$ cat config.mk
export PLATFORM = sky130hd
export DESIGN_NAME = ram_cmd_ctrl_flat
export DESIGN_NICKNAME = d
export VERILOG_FILES = /design/src/rtl/ram_cmd_ctrl_if.sv /design/src/rtl/ram_cmd_ctrl.sv /design/src/flat_wrapper.sv
export SDC_FILE = /design/constraint.sdc
export NUM_CORES = 1
export LEC_CHECK = 0
export BUFFER_PORTS_ARGS = -buffer_cell sky130_fd_sc_hd__buf_2
export CAP_MARGIN = 10
export CORE_ASPECT_RATIO = 1.2
export CORE_MARGIN = 4
export CORE_UTILIZATION = 42
export CTS_CLUSTER_DIAMETER = 150
export DETAILED_ROUTE_END_ITERATION = 12
export PLACE_DENSITY = 0.75
export REMOVE_ABC_BUFFERS = 1
export SLEW_MARGIN = 20
export SYNTH_ARGS = -nofsm -noshare
export SYNTH_HDL_FRONTEND = slang
export SYNTH_SLANG_ARGS = --single-unit
$ cat constraint.sdc
create_clock -name clk -period 1.73 [get_ports clk]
set_input_delay 0.346 -clock clk [delete_from_list [all_inputs] [get_ports clk]]
set_output_delay 0.346 -clock clk [all_outputs]
set_load 0.02 [all_outputs]
$ cat src/rtl/ram_cmd_ctrl_if.sv
// Command/response handshake bundle between an upstream requester and ram_cmd_ctrl.
// master = requester side, slave = controller side.
interface ram_cmd_ctrl_if #(
  parameter int unsigned MEM_WIDTH = 16,
  parameter int unsigned ADDR_SIZE = 10
);
  logic                 cmd_valid;
  logic                 cmd_ready;
  logic                 cmd_op;
  logic [ADDR_SIZE-1:0] cmd_addr;
  logic [MEM_WIDTH-1:0] cmd_data;
  logic                 rsp_valid;
  logic                 rsp_ready;
  logic [MEM_WIDTH-1:0] rsp_data;
  logic                 rsp_err;

  modport master (
    output cmd_valid, cmd_op, cmd_addr, cmd_data, rsp_ready,
    input  cmd_ready, rsp_valid, rsp_data, rsp_err
  );

  modport slave (
    input  cmd_valid, cmd_op, cmd_addr, cmd_data, rsp_ready,
    output cmd_ready, rsp_valid, rsp_data, rsp_err
  );
endinterface

$ cat src/rtl/ram_cmd_ctrl.sv
// Command sequencer for the single-port parity RAM: drives RAM pins per state and returns read data.
// Optional feature macro: PARITY_CHECK_EN (parity check of ram_dout, rsp_err and err_cnt).
module ram_cmd_ctrl #(
  parameter int unsigned MEM_WIDTH  = 16,
  parameter int unsigned ADDR_SIZE  = 10,
  parameter int unsigned ADDR_PIPE  = 0,
  parameter int unsigned RD_LATENCY = 2
) (
  input  logic                 clk,
  input  logic                 rst,
  ram_cmd_ctrl_if.slave        bus,
  output logic [7:0]           err_cnt,
  output logic [ADDR_SIZE-1:0] ram_addr,
  output logic [MEM_WIDTH-1:0] ram_din,
  output logic                 ram_wr_en,
  output logic                 ram_rd_en,
  output logic                 ram_blk_sel,
  output logic                 ram_addr_en,
  output logic                 ram_dout_en,
  input  logic [MEM_WIDTH-1:0] ram_dout,
  input  logic                 ram_parity
);

  localparam int unsigned CNT_W = 3;

  typedef enum logic [2:0] {
    S_IDLE,
    S_SETUP,
    S_ISSUE,
    S_WAIT,
    S_RESP
  } state_t;

  typedef struct packed {
    logic blk_sel;
    logic addr_en;
    logic wr_en;
    logic rd_en;
    logic dout_en;
    logic cmd_ready;
    logic rsp_valid;
  } ctl_t;

  state_t               state;
  ctl_t                 ctl;
  logic                 op_q;
  logic [CNT_W-1:0]     cnt;
  logic [MEM_WIDTH-1:0] rsp_data_q;
  logic                 rsp_err_q;
  logic                 par_err_c;

  // Control pin values for a given state; registered together with the state so they track it exactly.
  function automatic ctl_t decode(input state_t s, input logic op);
    ctl_t c;
    c = '0;
    case (s)
      S_IDLE:  c.cmd_ready = 1'b1;
      S_SETUP: c.addr_en   = 1'b1;
      S_ISSUE: begin
        c.blk_sel = 1'b1;
        c.addr_en = 1'b1;
        c.wr_en   = ~op;
        c.rd_en   = op;
      end
      S_WAIT: begin
        c.blk_sel = 1'b1;
        c.dout_en = 1'b1;
      end
      S_RESP:  c.rsp_valid = 1'b1;
      default: c = '0;
    endcase
    return c;
  endfunction

`ifdef PARITY_CHECK_EN
  assign par_err_c = (ram_parity != ~^ram_dout);
`else
  logic unused_parity;
  assign unused_parity = ram_parity;
  assign par_err_c     = 1'b0;
`endif

  always_ff @(posedge clk or posedge rst) begin
    if (rst) begin
      state      <= S_IDLE;
      ctl        <= '0;
      op_q       <= 1'b0;
      cnt        <= '0;
      ram_addr   <= '0;
      ram_din    <= '0;
      rsp_data_q <= '0;
      rsp_err_q  <= 1'b0;
      err_cnt    <= '0;
    end else begin
      case (state)
        S_IDLE: begin
          if (bus.cmd_valid && ctl.cmd_ready) begin
            ram_addr <= bus.cmd_addr;
            ram_din  <= bus.cmd_data;
            op_q     <= bus.cmd_op;
            if (ADDR_PIPE != 0) begin
              state <= S_SETUP;
              ctl   <= decode(S_SETUP, bus.cmd_op);
            end else begin
              state <= S_ISSUE;
              ctl   <= decode(S_ISSUE, bus.cmd_op);
            end
          end else begin
            ctl <= decode(S_IDLE, 1'b0);
          end
        end
        S_SETUP: begin
          state <= S_ISSUE;
          ctl   <= decode(S_ISSUE, op_q);
        end
        S_ISSUE: begin
          if (op_q) begin
            state <= S_WAIT;
            cnt   <= CNT_W'(RD_LATENCY - 1);
            ctl   <= decode(S_WAIT, op_q);
          end else begin
            state <= S_IDLE;
            ctl   <= decode(S_IDLE, 1'b0);
          end
        end
        S_WAIT: begin
          // Last WAIT edge: RAM output is valid now
          if (cnt == '0) begin
            rsp_data_q <= ram_dout;
            rsp_err_q  <= par_err_c;
            if (par_err_c && (err_cnt != 8'hFF)) err_cnt <= err_cnt + 8'd1;
            state <= S_RESP;
            ctl   <= decode(S_RESP, op_q);
          end else begin
            cnt <= cnt - CNT_W'(1);
          end
        end
        S_RESP: begin
          if (bus.rsp_ready) begin
            state <= S_IDLE;
            ctl   <= decode(S_IDLE, 1'b0);
          end
        end
        default: begin
          state <= S_IDLE;
          ctl   <= decode(S_IDLE, 1'b0);
        end
      endcase
    end
  end

  assign bus.cmd_ready = ctl.cmd_ready;
  assign bus.rsp_valid = ctl.rsp_valid;
  assign bus.rsp_data  = rsp_data_q;
  assign bus.rsp_err   = rsp_err_q;
  assign ram_blk_sel   = ctl.blk_sel;
  assign ram_addr_en   = ctl.addr_en;
  assign ram_wr_en     = ctl.wr_en;
  assign ram_rd_en     = ctl.rd_en;
  assign ram_dout_en   = ctl.dout_en;

endmodule

$ cat src/flat_wrapper.sv
// flat-port wrapper written by rule: the top's interface ports become plain ports
module ram_cmd_ctrl_flat 
#(
  parameter int unsigned MEM_WIDTH  = 16,
  parameter int unsigned ADDR_SIZE  = 10,
  parameter int unsigned ADDR_PIPE  = 0,
  parameter int unsigned RD_LATENCY = 2
)
  (clk, rst, err_cnt, ram_addr, ram_din, ram_wr_en, ram_rd_en, ram_blk_sel, ram_addr_en, ram_dout_en, ram_dout, ram_parity, bus_cmd_valid, bus_cmd_op, bus_cmd_addr, bus_cmd_data, bus_rsp_ready, bus_cmd_ready, bus_rsp_valid, bus_rsp_data, bus_rsp_err);
  ram_cmd_ctrl_if #(.MEM_WIDTH(MEM_WIDTH), .ADDR_SIZE(ADDR_SIZE)) bus_i ();
  input  logic clk;
  input  logic rst;
  output logic [7:0] err_cnt;
  output logic [ADDR_SIZE-1:0] ram_addr;
  output logic [MEM_WIDTH-1:0] ram_din;
  output logic ram_wr_en;
  output logic ram_rd_en;
  output logic ram_blk_sel;
  output logic ram_addr_en;
  output logic ram_dout_en;
  input  logic [MEM_WIDTH-1:0] ram_dout;
  input  logic ram_parity;
  input wire logic [$bits(bus_i.cmd_valid)-1:0] bus_cmd_valid;
  input wire logic [$bits(bus_i.cmd_op)-1:0] bus_cmd_op;
  input wire logic [$bits(bus_i.cmd_addr)-1:0] bus_cmd_addr;
  input wire logic [$bits(bus_i.cmd_data)-1:0] bus_cmd_data;
  input wire logic [$bits(bus_i.rsp_ready)-1:0] bus_rsp_ready;
  output wire logic [$bits(bus_i.cmd_ready)-1:0] bus_cmd_ready;
  output wire logic [$bits(bus_i.rsp_valid)-1:0] bus_rsp_valid;
  output wire logic [$bits(bus_i.rsp_data)-1:0] bus_rsp_data;
  output wire logic [$bits(bus_i.rsp_err)-1:0] bus_rsp_err;
  assign bus_i.cmd_valid = bus_cmd_valid;
  assign bus_i.cmd_op = bus_cmd_op;
  assign bus_i.cmd_addr = bus_cmd_addr;
  assign bus_i.cmd_data = bus_cmd_data;
  assign bus_i.rsp_ready = bus_rsp_ready;
  assign bus_cmd_ready = bus_i.cmd_ready;
  assign bus_rsp_valid = bus_i.rsp_valid;
  assign bus_rsp_data = bus_i.rsp_data;
  assign bus_rsp_err = bus_i.rsp_err;
  ram_cmd_ctrl #(.MEM_WIDTH(MEM_WIDTH), .ADDR_SIZE(ADDR_SIZE), .ADDR_PIPE(ADDR_PIPE), .RD_LATENCY(RD_LATENCY)) u_core (.clk(clk), .rst(rst), .bus(bus_i), .err_cnt(err_cnt), .ram_addr(ram_addr), .ram_din(ram_din), .ram_wr_en(ram_wr_en), .ram_rd_en(ram_rd_en), .ram_blk_sel(ram_blk_sel), .ram_addr_en(ram_addr_en), .ram_dout_en(ram_dout_en), .ram_dout(ram_dout), .ram_parity(ram_parity));
endmodule
-- Word level (Yosys, flattened, before mapping)
Cells that the tools add are included.
- register bits after elaboration: 56
- bits of input ports: 48
- add/sub/neg operators: 1
- equality and inequality tests: 9
- multiplexer cells: 13
- bitwise gates (word level): 2
- reduce and logical (&&, ||, !) cells: 9
- operators by type and width (operator ; number):
    $pmux W7 S5 ; 1
    $mux W7 ; 4
    $mux W3 ; 5
    $pmux W3 S5 ; 1
    $eq A3 B2 Y1 const B ; 2
    $logic_not A3 Y1 ; 2
    $ne A2 B1 Y1 const B ; 3
    $pmux W3 S2 ; 1
    $reduce_and A2 Y1 ; 3
    $reduce_and A3 Y1 ; 2
    $ne A2 B2 Y1 const B ; 2
    $eq A3 B1 Y1 const B ; 1
    $eq A3 B3 Y1 const B ; 1
    $sub A3 B1 Y3 const B ; 1
    $mux W2 ; 1
    $not A1 Y1 ; 2
    $reduce_bool A2 Y1 ; 1
    $logic_and A1 B1 Y1 ; 1

-- Depth between registers and ports, before layout
- depth after elaboration: 3
- gate-level depth with buffers: 7
- mapped depth without buffers: 5

-- Worst setup path before layout
Ideal clock, no wire load.
- path type: reg-to-reg
- from: register u_core.ctl (netlist bit u_core.bus.cmd_ready)
- to: register u_core.ram_din[10]
- setup time: 0.125 ns
- data arrival time: 1.578 ns
- data required time: 1.605 ns
- setup slack: 0.028 ns
- stages on the path, launching flop included: 5
- path buffers: 1
- cells stage by stage: dfrtp_1 nand2_1 nor4_4 buf_6 mux2_2
- word-level cells in the longest chain between the ends: 2
- ends and longest elaborated chain (item ; line ; source):
    from (decl) ; ram_cmd_ctrl.sv:45 ; ctl_t ctl;
    from (signal assigned) ; ram_cmd_ctrl.sv:103 ; ctl <= decode(S_SETUP, bus.cmd_op);
    from (signal assigned) ; ram_cmd_ctrl.sv:106 ; ctl <= decode(S_ISSUE, bus.cmd_op);
    from (signal assigned) ; ram_cmd_ctrl.sv:109 ; ctl <= decode(S_IDLE, 1'b0);
    $logic_and A1 B1 Y1 ; ram_cmd_ctrl.sv:97 ; if (bus.cmd_valid && ctl.cmd_ready) begin
    $reduce_and A2 Y1 (no line) ; - ;
    to (signal assigned) ; ram_cmd_ctrl.sv:99 ; ram_din <= bus.cmd_data;
    to (decl) ; ram_cmd_ctrl.sv:14 ; output logic [MEM_WIDTH-1:0] ram_din,
Every way passes these cells.
A chain may end at the register's enable or synchronous reset.

-- Worst setup path in the final report
- from: register u_core.state[2]
- to: register u_core.rsp_data_q[10] (netlist: u_core.bus.rsp_data[10])
- word-level cells in the longest chain between the ends: 2
- ends and longest elaborated chain (item ; line ; source):
    from (decl) ; ram_cmd_ctrl.sv:44 ; state_t state;
    from (signal assigned) ; ram_cmd_ctrl.sv:85 ; state <= S_IDLE;
    from (signal assigned) ; ram_cmd_ctrl.sv:102 ; state <= S_SETUP;
    from (signal assigned) ; ram_cmd_ctrl.sv:105 ; state <= S_ISSUE;
    $eq A3 B2 Y1 ; ram_cmd_ctrl.sv:95 ; case (state)
    $reduce_and A2 Y1 (no line) ; - ;
    to (signal assigned) ; ram_cmd_ctrl.sv:129 ; rsp_data_q <= ram_dout;
    to (decl) ; ram_cmd_ctrl.sv:48 ; logic [MEM_WIDTH-1:0] rsp_data_q;
Every way passes these cells.

==> results.json <==
{
  "r2r_end": "u_core.bus.rsp_data[10]",
  "root_buffer": "clkbuf_8",
  "hpwl_um": 3730,
  "dieHeight_um": 90.8,
  "synth_xor_area_share_pct": 0,
  "synth-seq-cells": 56,
  "grt_max_degree": 57,
  "wl_per_cell_um": 14.4,
  "start_util_pct": 44.4,
  "gr-usage-all-layers_pct": 14.5,
  "post_cts_buffers": 0,
  "cts_tree": "done",
  "cts.sinks": 56,
  "first_pass_iters": 4,
  "ios": 106,
  "hold_ws_ns": 0.0889,
  "leakage_nw": 1.51,
  "holdBufCountCts": 0,
  "clk_latency_ns": 0.29,
  "yosys-top-cells-count": "56 x dfrtp_1, 42 x mux2_2, 9 x buf_4",
  "yosys.cell_count.top_type": "dfrtp_1",
  "ir_drop_mv": 1.09,
  "status": "completed",
  "setup_violations": 0,
  "slew_violations": 0,
  "synth_top_area_cell": "dfrtp_1",
  "dp_slack_ns": 0.169,
  "die_x_um": 77.0,
  "dieArea_sq_mm": 0.00699,
  "synth.distinct_cells": 38,
  "first_iter_violations": 58,
  "finalCritPeriodShare_pct": 91.3,
  "route.detailed.drc": 0,
  "instances_no_fill": 340,
  "synthMuxAreaShare_pct": 20.6,
  "p_total_mw": 5.82,
  "critPathMaxFanout": 17,
  "grt_antenna_before_repair": 0,
  "place_congestion": 0.853,
  "power.density_mw_per_mm2": 1890,
  "synth_top_family_by_area": "multiplexers",
  "yosysWarningCount": 0,
  "reg2reg_slack_ns": 0.15,
  "synth_top_flop_cell": "dfrtp_1",
  "cts_buffer_depth": 2,
  "rows": 29,
  "setup_ws_ns": 0.150,
  "yosys.area_share.simple_pct": 7.67,
  "coreArea_sq_mm": 0.00541,
  "vias": 1679,
  "clock_skew_ns": 0.00298,
  "synthCells": 175,
  "fmax_mhz": 633,
  "setup.worst_path.start_class": "flop",
  "maxCapViolCount": 0,
  "avgSynthCellArea_sq_um": 13.7,
  "grt_pass1_vias": 1765,
  "totalWireLength_um": 4890,
  "syn2layout_area_growth_pct": 28.1,
  "grt_pass1_wl_um": 8180,
  "async_reset_ff_share_pct": 100,
  "r2r.worst_path.cells": 4,
  "synth_edf_count": 0,
  "final_util_pct": 56.8,
  "yosysTopAreaCellShare_pct": 58.4,
  "clk_pin_slew_ns": 0.09,
  "arrival_ns": 1.76,
  "hold_viol_final": 0,
  "synth_area_leaders": "dfrtp_1 58%, mux2_2 20%, buf_4 2.8%",
  "critPathRequiredTime_ns": 1.91,
  "ys_seq_area_share_pct": 58.4,
  "rr_startpoint": "u_core.state[2]",
  "dp.cells": 332,
  "vias_per_cell": 4.94,
  "path_class": "flop to flop",
  "ctsHtreeMaxLevel": 2,
  "synth_compound_area_share_pct": 5.89,
  "drive_above_1_share_pct": 57.2,
  "rsz0062_at_grt": "false",
  "min_period_ns": 1.58,
  "antenna_left": 0,
  "cts_buffers": 5,
  "nets": 327,
  "cts_resized": 0,
  "synthAdderAreaFrac_pct": 1.04,
  "end_kind": "flop",
  "io_buffers": 95,
  "antennaDiodeCount": 0,
  "synth_area_sq_mm": 0.00240,
  "hp-class": "input pin to async pin",
  "gr-total-overflow": 0
}
-- worst max path at each step --
| stage | start | to | slack (ns) | depth (start not counted) |
|---|---|---|---|---|
| after floorplan | u_core.state[0] | u_core.op_q | -0.43 | 2 |
| after global placement | u_core.state[2] | u_core.bus.rsp_data[8] | 0.21 | 4 |
| after detailed placement | u_core.state[2] | u_core.bus.rsp_data[10] | 0.17 | 4 |
| after CTS | u_core.state[2] | u_core.bus.rsp_data[10] | 0.15 | 4 |
| after global routing | u_core.state[1] | u_core.ram_wr_en | 0.06 | 5 |
| final | u_core.state[2] | u_core.bus.rsp_data[10] | 0.15 | 4 |
-- registers in the layout, summed over array words and instances (netlist names) --
register,flops
u_core.ram_wr_en,1
u_core.ram_addr,10
u_core.bus.cmd_ready,1
u_core.ram_addr_en,1
u_core.op_q,1
u_core.ram_dout_en,1
u_core.ram_blk_sel,1
u_core.state,3
u_core.cnt,3
u_core.bus.rsp_valid,1
u_core.bus.rsp_data,16
u_core.ram_din,16
u_core.ram_rd_en,1
-- cell usage in the layout (no fill, tap or decap), types with 2 or more instances in the layout --
| cell | count |
|---|---|
| buf_2 | 95 |
| dfrtp_1 | 56 |
| mux2_2 | 42 |
| conb_1 | 9 |
| o21ai_0 | 7 |
| a21oi_1 | 6 |
| inv_1 | 6 |
| buf_4 | 6 |
| clkbuf_8 | 5 |
| nor2_1 | 4 |
| nand2_1 | 3 |
| nand2b_1 | 3 |
| buf_12 | 3 |
| a31oi_1 | 2 |
| nand3b_1 | 2 |
| o221ai_1 | 2 |
| nand3_1 | 2 |
| ha_1 | 2 |
-- kinds of logic (layout without fill, tap and decap cells) --
kind of cell / after synthesis / after routing
AO/OA/AOI/OAI: 22 / 22
adder cells (fa/ha/maj): 2 / 2
buffers and inverters: 24 / 119
flip-flops: 56 / 56
multiplexers: 44 / 44
other: 1 / 9
AND/OR/NAND/NOR: 26 / 26
-- routing by layer --
| layer | share of wire [%] | vias up | global-route usage, % |
|---|---|---|---|
| met1 | 38 | 815 | 16.3 |
| met4 | 2.4 | 0 | 6.53 |
| met5 | 0 | - | 0 |
| met3 | 6.0 | 10 | 3.59 |
| li1 | - | 796 | - |
| met2 | 54 | 58 | 25.7 |
-- final cells by class --
class | count | area, sq um
fill | 497 | 2330
sequential | 56 | 1400
multi-input combinational | 103 | 878
timing repair buffer | 104 | 581
tap | 62 | 77.6
clock buffer | 6 | 72.6
clock inverter | 2 | 35.0
inverter | 7 | 26.3
-- through the flow --
step | setup TNS, ns | cell area, sq um
2_1_floorplan | -11.72 | 2310
3_3_place_gp | 0 | 2960
3_5_place_dp | 0 | 2960
4_1_cts | 0 | 3070
5_1_grt | 0 | 3070
6_report | 0 | 3070
-- where the power goes --
group	switching (mW)	internal, mW	total, mW
clock	0.391	0.430	0.821
combinational	1.53	1.20	2.73
sequential	0.343	1.93	2.27
-- worst max-delay path, stage by stage (launching register included) --
cell	delay, ns
dfrtp_1	0.49
nand3b_1	0.30
nor2_4	0.18
buf_12	0.16
mux2_2	0.34
Power figures use the tool's default switching activity.
